### src/rtl/branch_target_buffer.sv
`default_nettype none
// +--------------------------------------------------------------------------+
// | Module   : branch_target_buffer                                          |
// | Brief    : Direct-mapped BTB with 2-bit saturating direction counters;   |
// |            BTB_STATS_EN adds update/mispredict event counters.           |
// | Revision : 1.0                                                           |
// +--------------------------------------------------------------------------+
module branch_target_buffer #(
  parameter int         ENTRIES  = 16,
  parameter int         PC_W     = 32,
  parameter logic [1:0] CNT_INIT = 2'b10
) (
  input  logic            CLK,
  input  logic            nRST,
  input  logic [PC_W-1:0] lookup_pc,
  output logic [PC_W-1:0] pred_npc,
  output logic            pred_taken,
  output logic            pred_hit,
  input  logic            upd_en,
  input  logic [PC_W-1:0] upd_pc,
  input  logic [PC_W-1:0] upd_target,
  input  logic            upd_taken,
  input  logic            upd_mispredict,
  input  logic            flush_all,
  output logic [31:0]     stat_lookups,
  output logic [31:0]     stat_mispredicts
);

  localparam int              c_IDX_W   = (ENTRIES > 1) ? $clog2(ENTRIES) : 1;
  localparam int              c_TAG_W   = PC_W - c_IDX_W - 2;
  localparam logic [PC_W-1:0] c_PC_STEP = PC_W'(4);

  generate
    if ((ENTRIES < 2) || ((ENTRIES & (ENTRIES - 1)) != 0)) begin : g_bad_entries
      $error("branch_target_buffer: ENTRIES must be a power of two >= 2");
    end
  endgenerate

  logic [ENTRIES-1:0] r_valid;
  logic [c_TAG_W-1:0] r_tag    [ENTRIES];
  logic [PC_W-1:0]    r_target [ENTRIES];
  logic [1:0]         r_cnt    [ENTRIES];

  logic [c_IDX_W-1:0] w_lk_idx;
  logic [c_IDX_W-1:0] w_up_idx;
  logic [c_TAG_W-1:0] w_lk_tag;
  logic [c_TAG_W-1:0] w_up_tag;
  logic               w_up_hit;
  logic               w_up_write;
  logic [1:0]         w_up_cnt;
  logic               w_unused_bits;

  assign w_lk_idx = lookup_pc[c_IDX_W+1:2];
  assign w_lk_tag = lookup_pc[PC_W-1:c_IDX_W+2];
  assign w_up_idx = upd_pc[c_IDX_W+1:2];
  assign w_up_tag = upd_pc[PC_W-1:c_IDX_W+2];

  // Lookup reads the registered table only, so a same-cycle update is never bypassed.
  assign pred_hit   = r_valid[w_lk_idx] & (r_tag[w_lk_idx] == w_lk_tag);
  assign pred_taken = pred_hit & r_cnt[w_lk_idx][1];
  assign pred_npc   = pred_taken ? r_target[w_lk_idx] : lookup_pc + c_PC_STEP;

  assign w_up_hit   = r_valid[w_up_idx] & (r_tag[w_up_idx] == w_up_tag);
  assign w_up_write = upd_en & ~flush_all & (w_up_hit | upd_taken);

  always_comb begin
    w_up_cnt = r_cnt[w_up_idx];
    if (w_up_hit) begin
      if (upd_taken) begin
        if (w_up_cnt != 2'b11) w_up_cnt = w_up_cnt + 2'd1;
      end else begin
        if (w_up_cnt != 2'b00) w_up_cnt = w_up_cnt - 2'd1;
      end
    end else begin
      w_up_cnt = CNT_INIT;
    end
  end

  always_ff @(posedge CLK or negedge nRST) begin
    if (!nRST) begin
      r_valid <= '0;
      for (int i = 0; i < ENTRIES; i++) r_cnt[i] <= 2'b01;
    end else if (flush_all) begin
      r_valid <= '0;
    end else if (w_up_write) begin
      r_valid[w_up_idx] <= 1'b1;
      r_cnt[w_up_idx]   <= w_up_cnt;
    end
  end

  // Tag and target need no reset: they are only read behind a valid bit.
  always_ff @(posedge CLK) begin
    if (w_up_write && upd_taken) begin
      r_tag[w_up_idx]    <= w_up_tag;
      r_target[w_up_idx] <= upd_target;
    end
  end

`ifdef BTB_STATS_EN
  logic [31:0] r_stat_lookups;
  logic [31:0] r_stat_mispredicts;

  // Counted independently of flush_all so dropped updates still show up.
  always_ff @(posedge CLK or negedge nRST) begin
    if (!nRST) begin
      r_stat_lookups     <= '0;
      r_stat_mispredicts <= '0;
    end else if (upd_en) begin
      r_stat_lookups <= r_stat_lookups + 32'd1;
      if (upd_mispredict) r_stat_mispredicts <= r_stat_mispredicts + 32'd1;
    end
  end

  assign stat_lookups     = r_stat_lookups;
  assign stat_mispredicts = r_stat_mispredicts;
`else
  assign stat_lookups     = 32'h0;
  assign stat_mispredicts = 32'h0;
`endif

  assign w_unused_bits = ^{lookup_pc[1:0], upd_pc[1:0], upd_mispredict};

endmodule
`default_nettype wire

### config.mk
export PLATFORM = sky130hd
export DESIGN_NAME = branch_target_buffer
export DESIGN_NICKNAME = d
export VERILOG_FILES = /design/src/rtl/branch_target_buffer.sv
export SDC_FILE = /design/constraint.sdc
export NUM_CORES = 1
export LEC_CHECK = 0
export CAP_MARGIN = 20
export CORE_ASPECT_RATIO = 2
export CORE_MARGIN = 2
export CORE_UTILIZATION = 55
export CTS_BUF_LIST = sky130_fd_sc_hd__clkbuf_8
export DETAILED_ROUTE_END_ITERATION = 8
export PLACE_DENSITY = 0.8
export SKIP_CTS_REPAIR_TIMING = 1
export SYNTH_ARGS = -nofsm -noshare
export SYNTH_HDL_FRONTEND = slang
export SYNTH_SLANG_ARGS = --single-unit
### constraint.sdc
create_clock -name CLK -period 3.7 [get_ports CLK]
set_clock_uncertainty 0.2 [all_clocks]
set_input_delay 0.37 -clock CLK [delete_from_list [all_inputs] [get_ports CLK]]
set_output_delay 0.37 -clock CLK [all_outputs]
set_load 0.03 [all_outputs]
# == Yosys cells after proc, flatten, opt, wreduce, memory -nomap -nowiden ==
# Memories as Yosys holds them, arrays and structs flattened.
# Cells that the tools add are included.
# word_totals
inputBits,102
regBits,48
out_inout_bits,98
ramBits,928
n_memories,2
# classes
n_mux,24
n_lt_le_gt_ge,6
n_reduce_logical,6
addsub,3
n_eq_ne,3
n_bitwise,10
# mem_list
name,depth,word_bits,read_ports,rd_ports_with_merged_regs,write_ports,line,rtl
r_target,16,32,1,0,1,41,logic [PC_W-1:0] r_target [ENTRIES];
r_tag,16,26,2,0,1,40,logic [c_TAG_W-1:0] r_tag [ENTRIES];
# ops
op,count
26-bit == test,2
32-bit by 3-bit adder with 32-bit output (second input constant),1
32-bit bitwise mux,1
16-bit two-way mux,2
32-bit two-way mux,1
2-bit two-way mux,9
2-bit binary-select mux with 4-bit select,2
16-bit bitwise OR,1
5-bit >= comparator (second input constant),2
4-bit by 5-bit less-than comparator with 1-bit output (second input constant),2
4-bit inverter with 5-bit output,2
1-bit binary-select mux with 4-bit select,2
2-bit demux with 4-bit select,1
1-bit AND,5
5-bit by 1-bit less-than comparator with 1-bit output (second input constant),1
1-bit two-way mux,5
1-bit demux with 4-bit select,1
4-bit by 1-bit >= comparator with 1-bit output (second input constant),1
2-bit nonzero test,2
1-bit logical AND,3
2-bit by 1-bit adder with 2-bit output (second input constant),1
2-bit inequality test (second input constant),1
2-bit AND reduction,1
2-bit by 1-bit subtractor with 2-bit output (second input constant),1
other kinds (2),2

# == Logic depth before layout (Yosys ltp) ==
# logic_depth
ltp_word,9
ltp_mapped,15
depth_no_buf,8

# == Least setup slack after synthesis ==
# OpenSTA, ideal clock, no wires.
# synth_path
kind,in2reg
startpoint,input port upd_pc[5]
endpoint,memory r_tag[12][0] in the netlist's numbering (enable)
path_buffers,7
t_required_ns,3.026
setup_ns,0.474
path_slack_ns,-1.728
path_stages,9
arrival_time_ns,4.754
cell_sequence,buf_2 buf_2 buf_2 buf_2 clkbuf_1 clkbuf_1 nand4_1 clkbuf_1 nor2_1
# synth_via
elab_chain_len,8
# synth_rtl
element,line,rtl
"start, declared",20,"input logic [PC_W-1:0] upd_pc,"
memory read 16 x 26 bit or 1-bit binary-select mux with 4-bit select (tied branches),n/a,
26-bit == test or 1-bit two-way mux (tied branches),63,assign w_up_hit = r_valid[w_up_idx] & (r_tag[w_up_idx] == w_up_tag);
1-bit AND,63,
1-bit bitwise OR,64,assign w_up_write = upd_en & ~flush_all & (w_up_hit | upd_taken);
1-bit AND,64,
1-bit logical AND,93,if (w_up_write && upd_taken) begin
1-bit two-way mux,93,
1-bit two-way mux (not written as such),94,r_tag[w_up_idx] <= w_up_tag;
"end, declared",40,
# Several ways; a longest one is shown, not always the timed one. The select of a mux whose other input is x is not followed.

==> metrics.cfg <==
[outcome]
run_status = finished with violations
violations = negative setup slack

[logic_synthesis]
synth_edf_count = 928
synth.top_cell.area_share_pct = 62.5
yosysMostFrequentCell = edfxtp_1
ys_top_cells_by_count = edfxtp_1 (928), mux4_2 (259), mux2i_1 (129)
ys.flop_type = edfxtp_1
netlist_area_um2 = 44600
synth-async-reset-ratio_pct = 4.92
yosysWarnings = 0
avgSynthCellArea_um2 = 18.4
synth_top_area_cell = edfxtp_1
yosysSeqAreaShare_pct = 65.2
yosys-top-cells-area = edfxtp_1 (63%), mux4_2 (13%), mux4_1 (3.8%)
synth-seq-cells = 976
yosysUniqueCellTypes = 82
synth_cells = 2417

[hold_path]
hold_class = in -> async

[clock_tree]
clock_sinks = 976
cts_buffers = 132
path_clk_slew_ns = 0.07
htree_levels = 4
clock_latency_ns = 0.80
ctsRootBufferMaster = clkbuf_8
cts_max_path_buffers = 3
cts_tree = done

[floorplanning]
coreArea_um2 = 80400
die_w_um = 205
initial_utilization_pct = 55.5
die_y_um = 407
fp.dieArea_um2 = 83500
num_rows = 147
io_pins = 200

[critical_path]
slowest_stage = a2111o_1
crit_path_frequent_cell = mux2i_1
cp.arrival_ns = 4.18
crit_buf_inv = 2
worst_setup_path_start_kind = flip-flop
crit_family = multiplexers
crit_chain = mux4_2 > mux2i_1 > mux2i_1 > a2111o_1 > a211oi_2 > nand4_1 > or4_4 > buf_12 > mux2_4 > buf_6
worst-setup-path-type = reg -> out
cp_data_required_time_ns = 3.13
critPathMaxFanout = 19
max_stage_delay_ns = 0.56
setup.worst_path.end_class = output pin

[cells_and_area]
syn2layout_area_growth_pct = 16.9
fin_util_pct = 64.8
final_area_um2 = 52100
drive_gt1_share_pct = 33.0
final_nets = 2983

[routing]
wl_um = 135000
antenna_left = 0
drt_first_iter_violations = 2963
wl_per_cell_um = 33.4
viasPerCell = 6.75
drt-pass1-iter-count = 8
drc_errors = 0
vias = 27208

[timing]
period_share_pct = 128
rsz0062_at_grt = true
fmax_ghz = 0.211
max_slew_margin_pct = 41.0
drv_slew = 0
setup_viol = 34
tightest_slew_ns = 0.885
setup_ws_ns = -1.05
period_needed_ns = 4.75
hold_viol = 0

[power_and_ir_drop]
power_density_nw_per_um2 = 435
irDropWorstVdd_v = 0.000342
p_leak_nw = 18.0

[global_routing]
grt_pass1_vias = 28100
antenna_found_initial = 8
grt_pass1_wl_um = 192000
track_usage_pct = 33.1
grt_max_degree = 70
gr-total-overflow = 0

[placement]
gp_congestion = 0.982
portBuffers = 132
hpwl_um = 86300
placed_cell_area_um2 = 49300

[run]
cap_violations = 0

where the power goes:
part	internal, mW	switching (mW)
Combinational	0.953	1.30
Sequential	12.2	0.0313
Clock	4.17	4.06
Total	17.3	5.39
per-stage QoR:
step           cells  TNS (ns)  hold slack, ns  power (mW)  setup slack (ns)
6_report        4029    -33.62          0.0594        22.7             -1.05
4_1_cts         4021    -47.70          -0.522        22.7             -1.48
2_1_floorplan   2480   -112.87          -0.126        13.6            -0.315
3_5_place_dp    3786    -45.40           0.278        14.6             -1.04
5_1_grt         4027    -38.30          0.0522        23.2             -1.18
3_3_place_gp    3786    -44.62           0.266        14.6             -1.07
area by class of cell:
cell class | instances | area (µm²)
sequential | 976 | 29100
tap | 1043 | 1310
timing repair buffer | 488 | 4620
inverter | 25 | 95.1
clock buffer | 137 | 1890
clock inverter | 98 | 716
multi-input combinational | 1257 | 14400
antenna | 5 | 12.5
fill | 5254 | 28300
per-layer routing:
| metal | vias to the layer above | part of all wire, % | global-route usage (%) |
|---|---|---|---|
| met5 | - | 0.039 | 0 |
| li1 | 10821 | - | - |
| met3 | 569 | 9.3 | 7.33 |
| met4 | 8 | 8.6 | 24.5 |
| met2 | 2022 | 50 | 54.4 |
| met1 | 13788 | 32 | 37.9 |
sequential cells by signal (all words and copies together), names as in the netlist:
signal	flops
r_cnt	32
r_valid	16
r_tag	416
r_target	512
placed cells by master (no fill, tap or decap), types with 10 or more instances in the layout:
| cell type | n |
|---|---|
| edfxtp_1 | 928 |
| buf_4 | 313 |
| mux4_2 | 260 |
| clkbuf_8 | 137 |
| mux2i_1 | 127 |
| clkdlybuf4s50_1 | 90 |
| nand2_1 | 79 |
| nor2_1 | 76 |
| mux4_1 | 64 |
| conb_1 | 64 |
| mux2_2 | 62 |
| o22ai_1 | 52 |
| buf_12 | 49 |
| inv_1 | 46 |
| xor2_1 | 42 |
| xnor2_1 | 40 |
| a22oi_1 | 32 |
| dfrtp_1 | 32 |
| o21ai_0 | 30 |
| clkinv_1 | 30 |
| buf_6 | 30 |
| mux2_4 | 29 |
| clkinv_2 | 25 |
| nor3_1 | 24 |
| nand3_1 | 24 |
| nand2b_1 | 23 |
| a21oi_1 | 22 |
| nand4_1 | 20 |
| and2_1 | 18 |
| a41oi_1 | 18 |
| nor2b_1 | 17 |
| nor2_4 | 16 |
| dfstp_2 | 16 |
| a211oi_1 | 13 |
| nor4_1 | 12 |
| o41ai_1 | 10 |
| bufinv_16 | 10 |
final timing paths:
path,from,slack [ns],cells past startpoint,end
worst max-delay path,r_tag[5][2]$_DFFE_PP_,-1.05,10,pred_npc[17]
worst min-delay path,nRST,0.06,2,r_valid[9]$_DFFE_PN0P_
worst max register to register,r_tag[5][22]$_DFFE_PP_,0.25,11,r_cnt[12]$_DFFE_PN1P_
worst min register to register,r_cnt[8]$_DFFE_PN1P_,0.29,2,r_cnt[8]$_DFFE_PN1P_
max in group asynchronous,nRST,2.48,3,r_cnt[3]$_DFFE_PN0P_
min in group CLK,upd_pc[3],0.07,4,r_valid[15]$_DFFE_PN0P_
kinds of logic after synthesis:
family,share of synthesized area [%]
flip-flops,65.2
buffers and inverters,3.35
multiplexers,22.4
XOR/XNOR,1.61
AND/OR/NAND/NOR,3.70
adder cells (fa/ha/maj),0.0730
AO/OA/AOI/OAI,3.61
other,0.00841
(Power assumes the default switching activity.)
